[src/rtl/time_set_ctrl_pkg.sv]
// Shared types and constants for the time/alarm set front end.
//   state_t  : edit FSM states
//   hhmm_t   : packed HH:MM BCD payload as carried on the set bus
//   DIG_*    : digit-select encodings driven on edit_digit
//   *_MAX    : per-digit wrap limits
package time_set_ctrl_pkg;

   localparam int unsigned H1_W    = 2;
   localparam int unsigned DIGIT_W = 4;
   localparam int unsigned SEL_W   = 2;

   typedef enum logic [2:0] {
      ST_IDLE   = 3'd0,
      ST_ED_H1  = 3'd1,
      ST_ED_H0  = 3'd2,
      ST_ED_M1  = 3'd3,
      ST_ED_M0  = 3'd4,
      ST_COMMIT = 3'd5
   } state_t;

   typedef struct packed {
      logic [H1_W-1:0]    h1;
      logic [DIGIT_W-1:0] h0;
      logic [DIGIT_W-1:0] m1;
      logic [DIGIT_W-1:0] m0;
   } hhmm_t;

   localparam logic [SEL_W-1:0] DIG_H1 = 2'd0;
   localparam logic [SEL_W-1:0] DIG_H0 = 2'd1;
   localparam logic [SEL_W-1:0] DIG_M1 = 2'd2;
   localparam logic [SEL_W-1:0] DIG_M0 = 2'd3;

   localparam logic [H1_W-1:0]    H1_MAX       = 2'd2;
   localparam logic [DIGIT_W-1:0] H0_MAX       = 4'd9;
   localparam logic [DIGIT_W-1:0] H0_MAX_AT_20 = 4'd3;
   localparam logic [DIGIT_W-1:0] M1_MAX       = 4'd5;
   localparam logic [DIGIT_W-1:0] M0_MAX       = 4'd9;

   // Increment a BCD digit, wrapping to 0 once it has reached max.
   function automatic logic [DIGIT_W-1:0] wrap_inc(input logic [DIGIT_W-1:0] v,
                                                   input logic [DIGIT_W-1:0] max);
      return (v >= max) ? '0 : DIGIT_W'(v + DIGIT_W'(1));
   endfunction

endpackage

[src/rtl/time_set_ctrl_btn_debounce.sv]
// Button conditioner: 2-FF synchronizer, stability counter, rising-edge pulse.
//   clk, rst (async active-low)
//   raw   : asynchronous button input
//   level : accepted (debounced) level
//   press : one-cycle pulse on each accepted 0->1 change
module btn_debounce #(
   parameter int unsigned DB_CYCLES = 16
) (
   input  logic clk,
   input  logic rst,
   input  logic raw,
   output logic level,
   output logic press
);

   localparam int unsigned CNT_W = (DB_CYCLES > 1) ? $clog2(DB_CYCLES) : 1;

   logic [1:0]       r_sync;
   logic [CNT_W-1:0] r_cnt;
   logic             r_level;
   logic             r_level_d;
   logic             r_press;

   // Count consecutive samples that disagree with the accepted level; any
   // agreeing sample restarts the run.
   always_ff @(posedge clk or negedge rst) begin
      if (!rst) begin
         r_sync    <= '0;
         r_cnt     <= '0;
         r_level   <= 1'b0;
         r_level_d <= 1'b0;
         r_press   <= 1'b0;
      end else begin
         r_sync <= {r_sync[0], raw};
         if (r_sync[1] == r_level) begin
            r_cnt <= '0;
         end else if (r_cnt == CNT_W'(DB_CYCLES - 1)) begin
            r_level <= r_sync[1];
            r_cnt   <= '0;
         end else begin
            r_cnt <= CNT_W'(r_cnt + CNT_W'(1));
         end
         r_level_d <= r_level;
         r_press   <= r_level & ~r_level_d;
      end
   end

   assign level = r_level;
   assign press = r_press;

endmodule

[src/rtl/time_set_ctrl.sv]
// Button-driven editor for clock and alarm time; writer side of the set port.
//   clk, rst (async active-low)
//   btn_set/btn_alm/btn_inc/btn_next : raw push-buttons
//   cur_h1/h0/m1/m0  : current clock digits, seed for a clock edit
//   h1in/h0in/m1in/m0in : set bus (always the edit registers)
//   clset/alset      : one-cycle commit strobes
//   edit_active/edit_digit/edit_alarm : edit status
module time_set_ctrl
   import time_set_ctrl_pkg::*;
#(
   parameter int unsigned DB_CYCLES = 16,
   parameter int unsigned TIMEOUT   = 1024
) (
   input  logic               clk,
   input  logic               rst,
   input  logic               btn_set,
   input  logic               btn_alm,
   input  logic               btn_inc,
   input  logic               btn_next,
   input  logic [H1_W-1:0]    cur_h1,
   input  logic [DIGIT_W-1:0] cur_h0,
   input  logic [DIGIT_W-1:0] cur_m1,
   input  logic [DIGIT_W-1:0] cur_m0,
   output logic [H1_W-1:0]    h1in,
   output logic [DIGIT_W-1:0] h0in,
   output logic [DIGIT_W-1:0] m1in,
   output logic [DIGIT_W-1:0] m0in,
   output logic               clset,
   output logic               alset,
   output logic               edit_active,
   output logic [SEL_W-1:0]   edit_digit,
   output logic               edit_alarm
);

   localparam int unsigned TMO_W = (TIMEOUT > 1) ? $clog2(TIMEOUT) : 1;

   logic w_set_ev, w_alm_ev, w_inc_ev, w_next_ev, w_any_ev;
   logic w_set_lvl, w_alm_lvl, w_inc_lvl, w_next_lvl;
   logic w_unused_lvl;

   state_t           r_state, w_state_n;
   hhmm_t            r_edit, w_edit_n;
   hhmm_t            r_shadow, w_shadow_n;
   hhmm_t            w_cur;
   logic             r_alarm, w_alarm_n;
   logic [TMO_W-1:0] r_tmo, w_tmo_n;
   logic             r_clset, w_clset_n;
   logic             r_alset, w_alset_n;
   logic             r_active, w_active_n;
   logic [SEL_W-1:0] r_digit, w_digit_n;

   btn_debounce #(.DB_CYCLES(DB_CYCLES)) u_db_set (
      .clk(clk), .rst(rst), .raw(btn_set), .level(w_set_lvl), .press(w_set_ev));
   btn_debounce #(.DB_CYCLES(DB_CYCLES)) u_db_alm (
      .clk(clk), .rst(rst), .raw(btn_alm), .level(w_alm_lvl), .press(w_alm_ev));
   btn_debounce #(.DB_CYCLES(DB_CYCLES)) u_db_inc (
      .clk(clk), .rst(rst), .raw(btn_inc), .level(w_inc_lvl), .press(w_inc_ev));
   btn_debounce #(.DB_CYCLES(DB_CYCLES)) u_db_next (
      .clk(clk), .rst(rst), .raw(btn_next), .level(w_next_lvl), .press(w_next_ev));

   // Held levels are not needed here; only press events drive the editor.
   assign w_unused_lvl = ^{w_set_lvl, w_alm_lvl, w_inc_lvl, w_next_lvl};

   assign w_any_ev = w_set_ev | w_alm_ev | w_inc_ev | w_next_ev;
   assign w_cur    = '{h1: cur_h1, h0: cur_h0, m1: cur_m1, m0: cur_m0};

   // State and datapath registers.
   always_ff @(posedge clk or negedge rst) begin
      if (!rst) begin
         r_state  <= ST_IDLE;
         r_edit   <= '0;
         r_shadow <= '0;
         r_alarm  <= 1'b0;
         r_tmo    <= '0;
         r_clset  <= 1'b0;
         r_alset  <= 1'b0;
         r_active <= 1'b0;
         r_digit  <= DIG_H1;
      end else begin
         r_state  <= w_state_n;
         r_edit   <= w_edit_n;
         r_shadow <= w_shadow_n;
         r_alarm  <= w_alarm_n;
         r_tmo    <= w_tmo_n;
         r_clset  <= w_clset_n;
         r_alset  <= w_alset_n;
         r_active <= w_active_n;
         r_digit  <= w_digit_n;
      end
   end

   // Next-state, digit edits, and registered-output precompute.
   always_comb begin
      w_state_n  = r_state;
      w_edit_n   = r_edit;
      w_shadow_n = r_shadow;
      w_alarm_n  = r_alarm;
      w_tmo_n    = '0;
      w_clset_n  = 1'b0;
      w_alset_n  = 1'b0;
      w_active_n = 1'b0;
      w_digit_n  = DIG_H1;

      unique case (r_state)
         ST_IDLE: begin
            if (w_set_ev) begin
               w_edit_n  = w_cur;
               w_alarm_n = 1'b0;
               w_state_n = ST_ED_H1;
            end else if (w_alm_ev) begin
               w_edit_n  = r_shadow;
               w_alarm_n = 1'b1;
               w_state_n = ST_ED_H1;
            end
         end
         ST_ED_H1, ST_ED_H0, ST_ED_M1, ST_ED_M0: begin
            w_tmo_n = w_any_ev ? '0 : TMO_W'(r_tmo + TMO_W'(1));
            if (!w_any_ev && (r_tmo == TMO_W'(TIMEOUT - 1))) begin
               w_state_n = ST_IDLE;
            end else if (w_next_ev) begin
               unique case (r_state)
                  ST_ED_H1: w_state_n = ST_ED_H0;
                  ST_ED_H0: w_state_n = ST_ED_M1;
                  ST_ED_M1: w_state_n = ST_ED_M0;
                  default:  w_state_n = ST_COMMIT;
               endcase
            end else if (w_inc_ev) begin
               unique case (r_state)
                  ST_ED_H1: begin
                     w_edit_n.h1 = (r_edit.h1 >= H1_MAX) ? '0 : H1_W'(r_edit.h1 + H1_W'(1));
                     // Entering the 20s would make an illegal hour above 23.
                     if ((w_edit_n.h1 == H1_MAX) && (r_edit.h0 > H0_MAX_AT_20))
                        w_edit_n.h0 = '0;
                  end
                  ST_ED_H0: w_edit_n.h0 = wrap_inc(r_edit.h0,
                                           (r_edit.h1 == H1_MAX) ? H0_MAX_AT_20 : H0_MAX);
                  ST_ED_M1: w_edit_n.m1 = wrap_inc(r_edit.m1, M1_MAX);
                  default:  w_edit_n.m0 = wrap_inc(r_edit.m0, M0_MAX);
               endcase
            end
         end
         ST_COMMIT: begin
            if (r_alarm) w_shadow_n = r_edit;
            w_state_n = ST_IDLE;
         end
         default: w_state_n = ST_IDLE;
      endcase

      // Status/strobe outputs are registered, so decode the upcoming state.
      unique case (w_state_n)
         ST_ED_H1: begin w_active_n = 1'b1; w_digit_n = DIG_H1; end
         ST_ED_H0: begin w_active_n = 1'b1; w_digit_n = DIG_H0; end
         ST_ED_M1: begin w_active_n = 1'b1; w_digit_n = DIG_M1; end
         ST_ED_M0: begin w_active_n = 1'b1; w_digit_n = DIG_M0; end
         ST_COMMIT: begin
            w_clset_n = ~w_alarm_n;
            w_alset_n = w_alarm_n;
         end
         default: ;
      endcase
   end

   assign h1in        = r_edit.h1;
   assign h0in        = r_edit.h0;
   assign m1in        = r_edit.m1;
   assign m0in        = r_edit.m0;
   assign clset       = r_clset;
   assign alset       = r_alset;
   assign edit_active = r_active;
   assign edit_digit  = r_digit;
   assign edit_alarm  = r_alarm;

endmodule

[config.mk]
export PLATFORM = sky130hd
export DESIGN_NAME = time_set_ctrl
export DESIGN_NICKNAME = d
export VERILOG_FILES = /design/src/rtl/time_set_ctrl_pkg.sv /design/src/rtl/time_set_ctrl_btn_debounce.sv /design/src/rtl/time_set_ctrl.sv
export SDC_FILE = /design/constraint.sdc
export NUM_CORES = 1
export LEC_CHECK = 0
export BUFFER_PORTS_ARGS = -buffer_cell sky130_fd_sc_hd__clkbuf_2
export CORE_MARGIN = 4
export CORE_UTILIZATION = 35
export CTS_CLUSTER_DIAMETER = 100
export CTS_CLUSTER_SIZE = 40
export DETAILED_ROUTE_END_ITERATION = 8
export PLACE_DENSITY = 0.54
export SLEW_MARGIN = 20
export SYNTH_ARGS = -nofsm -noshare
export SYNTH_HDL_FRONTEND = slang
export SYNTH_SLANG_ARGS = --single-unit
[constraint.sdc]
create_clock -name clk -period 3.7 [get_ports clk]
set_input_delay 0.74 -clock clk [delete_from_list [all_inputs] [get_ports clk]]
set_output_delay 0.74 -clock clk [all_outputs]
set_load 0.005 [all_outputs]
==> impl_metrics.tcl <==
set metrics [dict create \
    status "finished clean" \
    slowest_delay_ns 0.57 \
    crit_fanout 15 \
    grt_pass1_vias 2682 \
    drive_gt1_frac 0.2231 \
    gp_congestion 0.7347 \
    rsz0062_at_grt "false" \
    cp_cell_sequence "o21a_1 -> nor2_1 -> buf_4 -> o21ai_0 -> mux2_2" \
    ir_drop_v 0.0001721 \
    vias 2667 \
    wl_per_cell_um 14.63 \
    startpoint_type "flop" \
    timing.final.crit_period_ns 1.990 \
    worst_setup_path_end_kind "flop" \
    pwr_density_cell_nw_per_um2 390.6 \
    cts.path.max_buffers 2 \
    place_inst 514 \
    std_cell_rows 38 \
    n_fill_cell 1042 \
    synth-async-reset-ratio 1.000 \
    core_um2 10890 \
    final_hold_viol_count 0 \
    grt_pass1_wl_um 13330 \
    clock-sinks 83 \
    ys.flop_type "dfrtp_1" \
    diodes 0 \
    worst_slew_pin_slew_ns 0.7087 \
    hold_slack_ns 0.3527 \
    first_iter_violations 90 \
    overflow 0 \
    die_w_um 113.7 \
    finalMaxSlewViolations 0 \
    cap_violations 0 \
    cts_tree "yes" \
    grt_max_degree 57 \
    worstHoldPathType "reg2reg" \
    via_per_inst 5.032 \
    synth.distinct_cells 51 \
    ys_seq_area_frac 0.5307 \
    initial_utilization 0.3595 \
    ys_seq_elements 83 \
    reg2reg_depth 5 \
    critPathArrivalTime_ns 2.23 \
    grt_antenna_before_repair 0 \
    clk_latency_ns 0.35 \
    leakage_uw 0.002012 \
    cts_root_buffer "clkbuf_8" \
    synth_nets 373 \
    finClkSkew_ns 0.007606 \
    fmax_mhz 502.6 \
    clk_pin_slew_ns 0.08 \
    htree_levels 3 \
    power_uw 1760 \
    cts_hold_buf 0 \
    routed_wl_um 7752 \
    io_buffers 39 \
    final_antenna_net_count 0 \
    die_h_um 113.7 \
    final-setup-viol-count 0 \
    netlist_instances 339 \
    ys_warn_count 0 \
    hold_depth 0 \
    fin_crit_sh 0.5378 \
    final_cells 530 \
    avgSynthCellArea_um2 11.54 \
    grtUsageTotal 0.1282 \
    worstPathRequired_ns 3.94 \
    slowest_stage "dfrtp_1" \
    synthToLayoutAreaGrowth_pct 15.09 \
    numCtsBuffers 9 \
    dr.pass1.iters 5 \
    dp_hpwl_um 5447 \
    dieArea_um2 12940 \
    layout.nets 419 \
    fin_setup_tns_ns 0 \
    post-cts-setup-buffers 0 \
    path_class "reg2reg" \
    synth_area_um2 3914 \
    ios 40 \
    relSlewSlack 0.5275 \
    post_cts_resize_count 0 \
    drc 0 \
    synth-edff-count 0 \
]
## worst max-delay path, delay by kind of cell, from the launching register on
kind / cells / cell delay, ns
multiplexers: 1 / 0.26
buffers and inverters: 1 / 0.25
AND/OR/NAND/NOR: 1 / 0.38
AO/OA/AOI/OAI: 2 / 0.41
flip-flops: 1 / 0.57
## layer usage
layer | vias up | part of all wire | track usage
li1 | 1319 | - | -
met1 | 1297 | 0.48 | 0.1783
met2 | 41 | 0.47 | 0.1936
met3 | 10 | 0.039 | 0.03501
met4 | 0 | 0.017 | 0.04407
met5 | - | 0 | 0
## flip-flops by register name, summed over array words and instances, names as in the netlist, 4 cells and up
register / cells
m0in: 4
m1in: 4
r_tmo: 10
u_db_alm.r_cnt: 4
r_shadow: 14
u_db_inc.r_cnt: 4
h0in: 4
u_db_next.r_cnt: 4
u_db_set.r_cnt: 4
## logic make-up after synthesis
group,after synthesis,synth area share
adder cells (fa/ha/maj),14,0.04476
flip-flops,83,0.5307
XOR/XNOR,17,0.03805
multiplexers,34,0.09303
AO/OA/AOI/OAI,69,0.1324
AND/OR/NAND/NOR,98,0.1343
buffers and inverters,24,0.02685
## final timing paths
| path | from | end | slack [ns] |
|---|---|---|---|
| min | u_db_set.r_sync[0] | u_db_set.r_sync[1] | 0.35 |
| max reg2reg | r_state[0] | h1in[0] | 1.71 |
| min reg2reg | u_db_set.r_sync[0] | u_db_set.r_sync[1] | 0.35 |
| min in group asynchronous | rst | r_tmo[2] | 0.44 |
| max | r_state[0] | h1in[0] | 1.71 |
| max in group asynchronous | rst | edit_active | 2.57 |
## per-stage QoR
step           setup slack, ns    util  area (µm²)
2_1_floorplan            1.946       -        3914
3_3_place_gp             1.726  0.3930        4279
3_5_place_dp             1.731  0.3930        4279
4_1_cts                  1.714  0.4137        4504
5_1_grt                  1.534  0.4137        4504
6_report                 1.710  0.4137        4504
## power breakdown
| part | total [µW] | internal (µW) | leakage (µW) | switching (µW) |
|---|---|---|---|---|
| Clock | 735 | 400 | 0.000117 | 335 |
| Sequential | 945 | 926 | 0.00111 | 19.9 |
| Combinational | 79.0 | 33.0 | 0.000790 | 46.0 |
## cell type report
class                      count  area [µm²]  share of cell area
tap                          140       175.2             0.03889
timing repair buffer          45       242.7             0.05389
multi-input combinational    232        1732              0.3844
clock buffer                  10       137.6             0.03056
inverter                      14       52.55             0.01167
clock inverter                 6       87.58             0.01944
sequential                    83        2077              0.4611
## synthesized netlist by cell type (2+ instances only)
library cell	n	area, µm²
dfrtp_1	83	2077
nor2_1	29	108.9
mux2_2	18	202.7
mux2i_1	15	150.1
xnor2_1	15	131.4
ha_1	14	175.2
inv_1	14	52.55
a21oi_1	13	65.06
nand2_1	13	48.80
nor2b_1	12	75.07
o21ai_0	11	55.05
nand3_1	9	45.04
nor3_1	7	35.03
o2bb2ai_1	7	61.31
buf_2	6	30.03
nand2b_1	6	37.54
a211o_1	4	35.03
a211oi_1	4	30.03
a31oi_1	4	25.02
nand4b_1	4	35.03
nor3b_1	4	30.03
a22o_1	3	26.28
and3_1	3	18.77
nand4_1	3	18.77
nor3_2	3	30.03
o22ai_1	3	18.77
a21oi_2	2	17.52
a221oi_1	2	17.52
a2bb2oi_1	2	17.52
a311oi_1	2	17.52
buf_4	2	15.01
clkbuf_1	2	7.510
xor2_1	2	17.52
## layout by cell type, fill, tap and decap left out, types with 10 or more instances in the layout
| cell | n |
|---|---|
| dfrtp_1 | 83 |
| clkbuf_2 | 38 |
| nor2_1 | 29 |
| mux2_2 | 18 |
| xnor2_1 | 15 |
| mux2i_1 | 15 |
| inv_1 | 14 |
| ha_1 | 14 |
| nand2_1 | 13 |
| a21oi_1 | 13 |
| nor2b_1 | 12 |
| o21ai_0 | 11 |
| clkbuf_8 | 10 |
Note: power is estimated with default switching activity, not from simulation.
